**src/rtl/fetch_pkg.sv**
```systemverilog
// fetch_pkg: shared types and constants for the instruction fetch sequencer.
//   state_t   : sequencer states (BOOT, RUN, HALTED, FAULT)
//   INSTR_W   : instruction word width
//   PC_STEP   : byte increment between sequential instructions
//   NOP_INSTR : value held in the fetch register while nothing was fetched
package fetch_pkg;

  localparam int unsigned INSTR_W = 32;
  localparam logic [31:0] PC_STEP = 32'd4;
  localparam logic [INSTR_W-1:0] NOP_INSTR = 32'h0000_0000;

  typedef enum logic [1:0] {
    ST_BOOT   = 2'd0,
    ST_RUN    = 2'd1,
    ST_HALTED = 2'd2,
    ST_FAULT  = 2'd3
  } state_t;

endpackage

```
**src/rtl/fetch_range_check.sv**
```systemverilog
// fetch_range_check: combinational alignment and bounds check of a fetch PC.
// Only instantiated when IFETCH_CHECK_EN is defined.
// Ports:
//   i_pc   in  32  byte address about to be fetched
//   o_bad  out 1   address is misaligned or beyond the instruction memory
module fetch_range_check #(
  parameter int unsigned MEM_WORDS = 8192
) (
  input  logic [31:0] i_pc,
  output logic        o_bad
);

  localparam logic [29:0] WORD_LIMIT = 30'(MEM_WORDS);

  logic w_misaligned;
  logic w_out_of_range;

  assign w_misaligned   = (i_pc[1:0] != 2'b00);
  assign w_out_of_range = (i_pc[31:2] >= WORD_LIMIT);
  assign o_bad          = w_misaligned | w_out_of_range;

endmodule

```
**src/rtl/fetch_sequencer.sv**
```systemverilog
// fetch_sequencer: PC sequencer and fetch controller for a word-addressed,
// combinationally read instruction memory. Holds the PC, registers the
// returned word into a fetch register, and hands it to decode.
//
// Handshake: if_valid/if_ready. A transfer completes on any rising edge
// where if_valid && if_ready. if_valid, if_instr, if_pc and if_pc_plus4
// stay stable while if_valid && !if_ready, unless a redirect discards the
// word. Every completed transfer increments fetch_count.
//
// Configuration macro: IFETCH_CHECK_EN enables the alignment/bounds check
// and the sticky FAULT state. Without it, fault is tied low and addresses
// alias into the memory by truncation.
//
// Ports:
//   clk, rst_n            clock, asynchronous active-low reset
//   imem_addr   out 32    byte address to instruction memory (the PC register)
//   imem_data   in  32    instruction word for imem_addr, same cycle
//   redirect_valid/_pc    branch/jump redirect, highest priority
//   halt_req    in  1     level request to stop fetching
//   if_valid/if_ready     fetch-to-decode handshake
//   if_instr, if_pc, if_pc_plus4  fetched word and its addresses
//   halted      out 1     sequencer is in HALTED
//   fault       out 1     sticky fetch fault
//   fetch_count out 32    completed handshakes, wraps
//   dbg_state   out 2     current FSM state (fetch_pkg::state_t encoding)
module fetch_sequencer
  import fetch_pkg::*;
#(
  parameter logic [31:0] RESET_PC  = 32'h0000_0000,
  parameter int unsigned MEM_WORDS = 8192
) (
  input  logic               clk,
  input  logic               rst_n,
  output logic [31:0]        imem_addr,
  input  logic [INSTR_W-1:0] imem_data,
  input  logic               redirect_valid,
  input  logic [31:0]        redirect_pc,
  input  logic               halt_req,
  output logic               if_valid,
  input  logic               if_ready,
  output logic [INSTR_W-1:0] if_instr,
  output logic [31:0]        if_pc,
  output logic [31:0]        if_pc_plus4,
  output logic               halted,
  output logic               fault,
  output logic [31:0]        fetch_count,
  output logic [1:0]         dbg_state
);

  if (MEM_WORDS < 1 || MEM_WORDS > (1 << 30)) begin : g_bad_mem_words
    $error("fetch_sequencer: MEM_WORDS out of range");
  end

  state_t             r_state;
  logic [31:0]        r_pc;
  logic               r_if_valid;
  logic [INSTR_W-1:0] r_if_instr;
  logic [31:0]        r_if_pc;
  logic [31:0]        r_if_pc_plus4;
  logic               r_halted;
  logic               r_fault;
  logic [31:0]        r_fetch_count;

  logic [31:0] w_pc_plus4;
  logic        w_handshake;
  logic        w_slot_free;
  logic        w_pc_bad;

  assign w_pc_plus4  = r_pc + PC_STEP;
  assign w_handshake = r_if_valid & if_ready;
  // The fetch register can take a new word if it is empty or being drained.
  assign w_slot_free = ~r_if_valid | if_ready;

`ifdef IFETCH_CHECK_EN
  fetch_range_check #(
    .MEM_WORDS (MEM_WORDS)
  ) u_range_check (
    .i_pc  (r_pc),
    .o_bad (w_pc_bad)
  );
`else
  assign w_pc_bad = 1'b0;
`endif

  always_ff @(posedge clk or negedge rst_n) begin
    if (!rst_n) begin
      r_state       <= ST_BOOT;
      r_pc          <= RESET_PC;
      r_if_valid    <= 1'b0;
      r_if_instr    <= NOP_INSTR;
      r_if_pc       <= 32'h0;
      r_if_pc_plus4 <= 32'h0;
      r_halted      <= 1'b0;
      r_fault       <= 1'b0;
      r_fetch_count <= 32'h0;
    end else begin
      // Counting is independent of state: any completed transfer counts,
      // including one in the same cycle as a redirect or halt.
      if (w_handshake) begin
        r_fetch_count <= r_fetch_count + 32'd1;
      end

      case (r_state)
        ST_BOOT: begin
          r_state <= ST_RUN;
        end

        ST_RUN: begin
          if (redirect_valid) begin
            r_pc       <= redirect_pc;
            r_if_valid <= 1'b0;
            r_state    <= halt_req ? ST_HALTED : ST_RUN;
            r_halted   <= halt_req;
          end else if (halt_req) begin
            // No new load; a pending word stays until decode takes it.
            if (w_handshake) begin
              r_if_valid <= 1'b0;
            end
            r_state  <= ST_HALTED;
            r_halted <= 1'b1;
          end else if (w_slot_free) begin
            if (w_pc_bad) begin
              // pc is left on the faulting address for inspection.
              r_state    <= ST_FAULT;
              r_fault    <= 1'b1;
              r_if_valid <= 1'b0;
            end else begin
              r_if_instr    <= imem_data;
              r_if_pc       <= r_pc;
              r_if_pc_plus4 <= w_pc_plus4;
              r_if_valid    <= 1'b1;
              r_pc          <= w_pc_plus4;
            end
          end
        end

        ST_HALTED: begin
          if (redirect_valid) begin
            r_pc       <= redirect_pc;
            r_if_valid <= 1'b0;
          end else if (w_handshake) begin
            r_if_valid <= 1'b0;
          end
          // Leaving HALTED only changes state; the next RUN cycle fetches
          // from the held pc.
          if (!halt_req) begin
            r_state  <= ST_RUN;
            r_halted <= 1'b0;
          end
        end

        ST_FAULT: begin
          // Sticky until reset; redirect and halt are ignored.
          r_if_valid <= 1'b0;
        end

        default: begin
          r_state <= ST_BOOT;
        end
      endcase
    end
  end

  assign imem_addr   = r_pc;
  assign if_valid    = r_if_valid;
  assign if_instr    = r_if_instr;
  assign if_pc       = r_if_pc;
  assign if_pc_plus4 = r_if_pc_plus4;
  assign halted      = r_halted;
`ifdef IFETCH_CHECK_EN
  assign fault       = r_fault;
`else
  assign fault       = 1'b0;
`endif
  assign fetch_count = r_fetch_count;
  assign dbg_state   = r_state;

endmodule

```
**config.mk**
```make
export PLATFORM = sky130hd
export DESIGN_NAME = fetch_sequencer
export DESIGN_NICKNAME = d
export VERILOG_FILES = /design/src/rtl/fetch_pkg.sv /design/src/rtl/fetch_range_check.sv /design/src/rtl/fetch_sequencer.sv
export SDC_FILE = /design/constraint.sdc
export NUM_CORES = 1
export LEC_CHECK = 0
export CORE_MARGIN = 1
export CORE_UTILIZATION = 45
export DETAILED_ROUTE_END_ITERATION = 16
export GPL_TIMING_DRIVEN = 0
export PLACE_DENSITY_LB_ADDON = 0.08
export SLEW_MARGIN = 20
export SYNTH_ARGS = -nofsm -noshare
export SYNTH_HDL_FRONTEND = slang
export SYNTH_SLANG_ARGS = --single-unit
```
**constraint.sdc**
```tcl
create_clock -name clk -period 5.28 [get_ports clk]
set_input_delay 0.792 -clock clk [delete_from_list [all_inputs] [get_ports clk]]
set_output_delay 0.792 -clock clk [all_outputs]
set_load 0.005 [all_outputs]
```
# Yosys cells after proc, flatten, opt, wreduce, memory -nomap -nowiden
# Index checks and enable logic that the tools add are counted.
# totals
output_inout_bits	165
reg_bits	164
word_cells	53
inputBits	69
# op_classes
n_eq_ne	9
n_reduce_logical	9
mux	20
addsub	2
bitwise	5
# ops
op	n
32-bit two-way mux	4
32-bit one-hot mux with 2 select lines	1
32-bit by 1-bit adder with 32-bit output, second input constant	1
32-bit by 3-bit adder with 32-bit output, second input constant	1
3-bit inequality test, second input constant	3
1-bit two-way mux	8
2-bit two-way mux	4
4-bit AND reduction	2
2-bit one-hot mux with 3 select lines	1
3-bit AND reduction	2
3-bit nonzero test	2
2-bit equality test, second input constant	2
2-bit inequality test, second input constant	2
4-bit inequality test, second input constant	1
1-bit inverter	3
1-bit one-hot mux with 3 select lines	1
2-bit by 1-bit equality test with 1-bit output, second input constant	1
2-bit logical NOT	1
1-bit one-hot mux with 2 select lines	1
2-bit AND reduction	1
2-bit nonzero test	1
1-bit bitwise AND	1
1-bit bitwise OR	1

# Logic depth before layout (Yosys ltp)
# Gate-level depths: netlist of the first run.
# depth
depth_word	6
mapped_depth	8
mapped_depth_nobuf	7

# Worst setup path after synthesis of the first run
# Ideal clock, no wire load.
# synth_timing
path_type	input to register
from	in redirect_valid
to	reg r_pc[9] (netlist: imem_addr[9])
path_buffers	3
arrival_ns	1.974
setup_time_ns	0.137
t_required_ns	5.143
path_stages	7
setup_slack_ns	3.169
path_cell_list	clkbuf_1 > nor2_1 > clkbuf_1 > clkbuf_1 > o21ai_0 > a21oi_1 > a21oi_1
# synth_between
elab_chain_len	2
elab_cells_between_ends	6
cone_classes	eq/ne: 3; mux: 2; reduce/logical: 1
# synth_rtl
item	line_no	rtl
start: declaration	fetch_sequencer.sv:36	input logic redirect_valid,
3-bit inequality test (no source line), or another cell as far along	--	
4-bit AND reduction (no source line) or 32-bit one-hot mux with 2 select lines (tied branches)	--	
end signal: assignment	fetch_sequencer.sv:110	r_pc <= redirect_pc;
end signal: assignment	fetch_sequencer.sv:132	r_pc <= w_pc_plus4;
end signal: assignment	fetch_sequencer.sv:139	r_pc <= redirect_pc;
end: declaration	fetch_sequencer.sv:55	logic [31:0] r_pc;
# Parallel ways exist; a longest one is shown, timed or not.
# A chain may end at the register's enable or synchronous reset.

# Final worst setup path of the first run
# layout_timing
from	in if_ready
to	reg r_if_pc[23] (netlist: if_pc[23])
# layout_between
elab_chain_len	2
# layout_rtl
item	line_no	rtl
start: declaration	fetch_sequencer.sv:40	input logic if_ready,
1-bit bitwise OR	fetch_sequencer.sv:72	assign w_slot_free = ~r_if_valid | if_ready;
4-bit AND reduction (no source line)	--	
end signal: assignment	fetch_sequencer.sv:129	r_if_pc <= r_pc;
end: declaration	fetch_sequencer.sv:58	logic [31:0] r_if_pc;
# Every way passes these cells.

==> reports/results.ini, run 1 <==
[setup_path]
worstSetupPathType=input pin to flop
cp_max_fo=10
reg2reg_setup_slack_ns=2.79
cp_data_required_time_ns=5.56
r2r_cells=7
cp-end-kind=flop
worstPathArrival_ns=3.05
worstReg2RegStart=dbg_state[1]
worst_setup_path_start_kind=input pin
startpoint=if_ready

[finish]
final_common_cell=nand2_1
final_cell_mix=258 x nand2_1, 230 x clkdlybuf4s50_1, 162 x dfrtp_1
diodes=0
stdcell_area_sq_mm=0.01068
area_growth_pct=43.70
post-route-util_pct=66.73
drive_above_1_share_pct=6.403
layout.nets=1124

[cts]
cts.repair.resized=0
numCtsBuffers=17
clk_latency_ns=0.42
cts.sinks=162
hold_buffers=0
clockBufferDepth=2
root_buffer=clkbuf_16
cts_max_level=4
clk_pin_slew_ns=0.06
post_cts_buffers=0
tritoncts=built

[synthesis]
synth.avg_cell_area_sq_um=9.322
yosys.area_share.simple_pct=22.55
synth-async-reset-ratio_pct=100.0
synth_seq_area_share_pct=54.56
yosys_warnings=0
synth-edff-count=0
synth_flop_cell=dfrtp_1
ys_ff_latch=162
synth_top_family_by_area=simple AND/OR/NAND/NOR gates
synth_xor_area_share_pct=6.955
syn_area_sq_mm=0.007430
yosys-mux-area-fraction_pct=0.7241
ys_types=49
synth_compound_area_share_pct=10.53
synthAdderAreaFrac_pct=1.010
syn_nets=872
syn_inst=797

[global_route]
grt_max_degree=65
gr-total-overflow=0
grt_pass1_vias=6241
grt_pass1_wl_um=32700
grt_antenna_before_repair=0
track_usage_pct=25.13

[detailed_routing]
ant_nets=0
num_vias=6533
vias_per_cell=5.112
drcViolationCount=0
initialDrtViolationCount=334
wl_um=21210
dr.pass1.iters=5
wl_per_cell_um=16.59

[place]
gp_congestion=0.7925
dpl_cell_area_sq_mm=0.01007
io_buffer_count=231
hpwl_um=15280

[floorplanning]
ios=234
fp.dieH_um=130.5
die_x_um=130.5
dieArea_sq_mm=0.01703
fp-row-count=46
initial_utilization_pct=46.43
core_area_sq_mm=0.01600

[timing]
skew_ns=0.009237
max_freq_mhz=360.7
finalCritPeriodShare_pct=52.51
setup_viol=0
worstMarginPinSlew_ns=0.7581
min_period_ns=2.773
hold_violations=0
grt_setup_unrepaired=false
slew_headroom_pct=49.46
drv_slew=0

[pwr]
p_leak_uw=0.004739
ir_worst_vdd_uv=303.1
powerDensity_mw_per_mm2=550.2
p_total_uw=5874

[hold_path]
hold_path_class=input pin to async pin

[outcome]
status=finished clean

[flow_run]
max_cap_violations=0

power breakdown:
part	internal [uW]	switching, uW	total (uW)
combinational	1370	1100	2480
sequential	1740	392	2130
clock	759	511	1270
registers in the layout, summed over array words and instances (netlist names):
| register | flops |
|---|---|
| dbg_state | 2 |
| if_valid | 1 |
| if_instr | 32 |
| if_pc_plus4 | 30 |
| if_pc | 32 |
| fetch_count | 32 |
| halted | 1 |
| imem_addr | 32 |
layout make-up:
type	count	area [sq um]
Buffer	54	242.7
Clock buffer	20	446.7
Clock inverter	12	157.7
Fill cell	1336	5324
Inverter	7	26.28
Multi-Input combinational cell	574	3107
Sequential cell	162	4054
Tap cell	216	270.3
Timing Repair Buffer	233	2372
kinds of logic (layout without fill, tap and decap cells):
group	count (synthesis)	count (layout)
and+or+nand+nor	374	374
DFF	162	162
AOI/OAI and AO/OA	129	129
buffers and inverters	61	326
xor gates and xnor gates	59	59
adders and majority gates	6	6
muxes	5	5
other	1	1
final timing paths:
kind	endpoint
max	if_pc[23]
min	if_instr[23]
max reg2reg	if_pc[23]
min reg2reg	fetch_count[31]
max in group asynchronous	imem_addr[18]
min in group clk	fetch_count[31]
cells in the mapped netlist, types with 11 or more instances:
cell / count / area (sq um)
nand2_1: 258 / 968.4
dfrtp_1: 162 / 4054
a21oi_1: 38 / 190.2
o21ai_0: 34 / 170.2
clkbuf_1: 33 / 123.9
xor2_1: 31 / 271.5
nor2_1: 30 / 112.6
nand3_1: 29 / 145.1
xnor2_1: 28 / 245.2
nand4_1: 20 / 125.1
a2bb2oi_1: 18 / 157.7
o22ai_1: 18 / 112.6
buf_2: 11 / 55.05
metal layers:
layer	track usage (%)	part of all wire (%)	wire length, um
met3	7.166	6.6	1403
met5	0	0	0
met2	40.74	48	10090
met1	32.80	44	9387
met4	7.302	1.5	324
critical path, stage by stage:
cell	delay [ns]
clkdlybuf4s50_1	0.51
nor2b_1	0.26
nor2_1	0.09
nand2_1	0.13
clkbuf_1	0.59
clkbuf_1	0.51
o21ai_0	0.16
through the flow:
step / TNS [ns] / std cells / setup slack (ns) / hold slack, ns
2_1_floorplan: 0 / 797 / 3.169 / 0.4564
3_3_place_gp: -537.19 / 1244 / -3.328 / 0.4573
3_5_place_dp: 0 / 1246 / 1.974 / 0.4609
4_1_cts: 0 / 1278 / 2.431 / 0.2637
5_1_grt: 0 / 1278 / 2.257 / 0.2761
6_report: 0 / 1278 / 2.507 / 0.2555
(Power assumes the default switching activity.)
==> run 2, diff against run 1 <==
Clock period 5.28 ns to 2.7 ns, I/O delays scaled along.
==> reports/results.ini, run 2 (synthesis results as in run 1) <==
[floorplanning]
die_x_um=130.5
core_area_sq_mm=0.01600
dieArea_sq_mm=0.01703
initial_utilization_pct=46.43
ios=234
fp.dieH_um=130.5
fp-row-count=46

[global_route]
track_usage_pct=25.16
gr-total-overflow=0
grt_antenna_before_repair=0
grt_pass1_wl_um=32740
grt_pass1_vias=6256
grt_max_degree=65

[cts]
cts.sinks=162
clockBufferDepth=2
root_buffer=clkbuf_16
numCtsBuffers=17
clk_pin_slew_ns=0.06
cts_max_level=4
clk_latency_ns=0.42
tritoncts=built
post_cts_buffers=0
cts.repair.resized=0

[detailed_routing]
vias_per_cell=5.107
dr.pass1.iters=6
wl_per_cell_um=16.60
num_vias=6527
initialDrtViolationCount=415
drcViolationCount=0
wl_um=21220
ant_nets=0

[setup_path]
worst_setup_path_start_kind=flop
cp_slowest_cell=buf_1
cp_num_buf_inv=4
cp_max_fo=10
worstPathArrival_ns=2.74
worstSetupPathType=flop to flop
cp_cell_sequence=inv_1 -> ha_1 -> or2_2 -> clkbuf_1 -> o21a_1 -> buf_2 -> buf_1 -> a21oi_1
crit_family=buffers and inverters
cp-end-kind=flop
cp_slowest_stage_delay_ns=0.49
cp_data_required_time_ns=2.96

[timing]
min_period_ns=2.476
slew_headroom_pct=49.92
finalCritPeriodShare_pct=91.71
max_freq_mhz=403.9
hold_violations=0
holdWs_ns=0.3515
grt_setup_unrepaired=false
worstMarginPinSlew_ns=0.7454
setup_viol=0
drv_slew=0
skew_ns=0.009625
tns_ns=0

[finish]
final_cell_mix=258 x nand2_1, 230 x clkdlybuf4s50_1, 162 x dfrtp_1
post-route-util_pct=66.77
fill_cells=1334
layout.nets=1124
diodes=0
stdcell_area_sq_mm=0.01068
drive_above_1_share_pct=6.403
final_common_cell=nand2_1
area_growth_pct=43.79

[pwr]
ir_worst_vdd_uv=595.3
p_leak_uw=0.004742
powerDensity_mw_per_mm2=1076
p_total_uw=11490

[flow_run]
max_cap_violations=0

[hold_path]
hold_path_class=input pin to flop

[place]
gp_congestion=0.7925
hpwl_um=15280
io_buffer_count=231
dpl_cell_area_sq_mm=0.01007

[outcome]
status=finished clean

run 2: changes by cell type in the layout (fill, tap and decap cells not counted), sizes merged:
| cell | previous run | this run |
|---|---|---|
| dlygate4sd3 | 0 | 1 |
| clkbuf | 53 | 52 |
run 2: routing by layer:
metal	track usage (%)	share of wire, %	wire length, um	vias up
li1	-	-	-	3188
met2	40.83	48	10080	197
met5	0	0	0	-
met3	7.166	7.0	1481	22
met4	7.302	1.5	328	0
met1	32.80	44	9326	3120
run 2: final timing paths:
path | startpoint | endpoint | slack [ns] | depth (start not counted)
max in group asynchronous | rst_n | imem_addr[18] | 1.29 | 4
worst min-delay path | halt_req | dbg_state[1] | 0.35 | 3
worst min register to register | fetch_count[31] | fetch_count[31] | 0.47 | 1
worst max-delay path | dbg_state[1] | imem_addr[9] | 0.22 | 8
min in group asynchronous | rst_n | if_instr[23] | 0.48 | 2
worst max register to register | dbg_state[1] | imem_addr[9] | 0.22 | 8
run 2: worst reg2reg max path, stage by stage, from the launching register on:
cell and delay [ns]:
dfrtp_1 0.43, inv_1 0.12, ha_1 0.30, or2_2 0.15
clkbuf_1 0.20, o21a_1 0.20, buf_2 0.24, buf_1 0.49
a21oi_1 0.18
run 2: stage by stage:
stage	cells	worst slack [ns]
after floorplan	797	0.7764
after CTS	1279	0.1236
after global placement	1244	-5.521
final	1278	0.2239
after global routing	1278	0.06551
after detailed placement	1246	-0.2187
run 2: final cells by class:
type / count / area, sq um / share of cell area, %
Multi-Input combinational cell: 574 / 3107 / 29.08
Buffer: 53 / 239.0 / 2.237
Tap cell: 216 / 270.3 / 2.530
Clock buffer: 20 / 446.7 / 4.181
Clock inverter: 12 / 157.7 / 1.476
Inverter: 7 / 26.28 / 0.2460
Sequential cell: 162 / 4054 / 37.95
Timing Repair Buffer: 234 / 2382 / 22.30
run 2: power by group:
group / total, uW / internal [uW] / switching [uW]
Sequential: 4160 / 3390 / 767
Combinational: 4850 / 2680 / 2160
Clock: 2480 / 1480 / 1000
Total: 11500 / 7560 / 3930
run 2: repair_timing:
action | 4_1_cts | 5_1_grt
endpoints found under the setup margin | 0 | 5
endpoints found under the hold margin | 48 | 0
hold buffers | 1 | 0
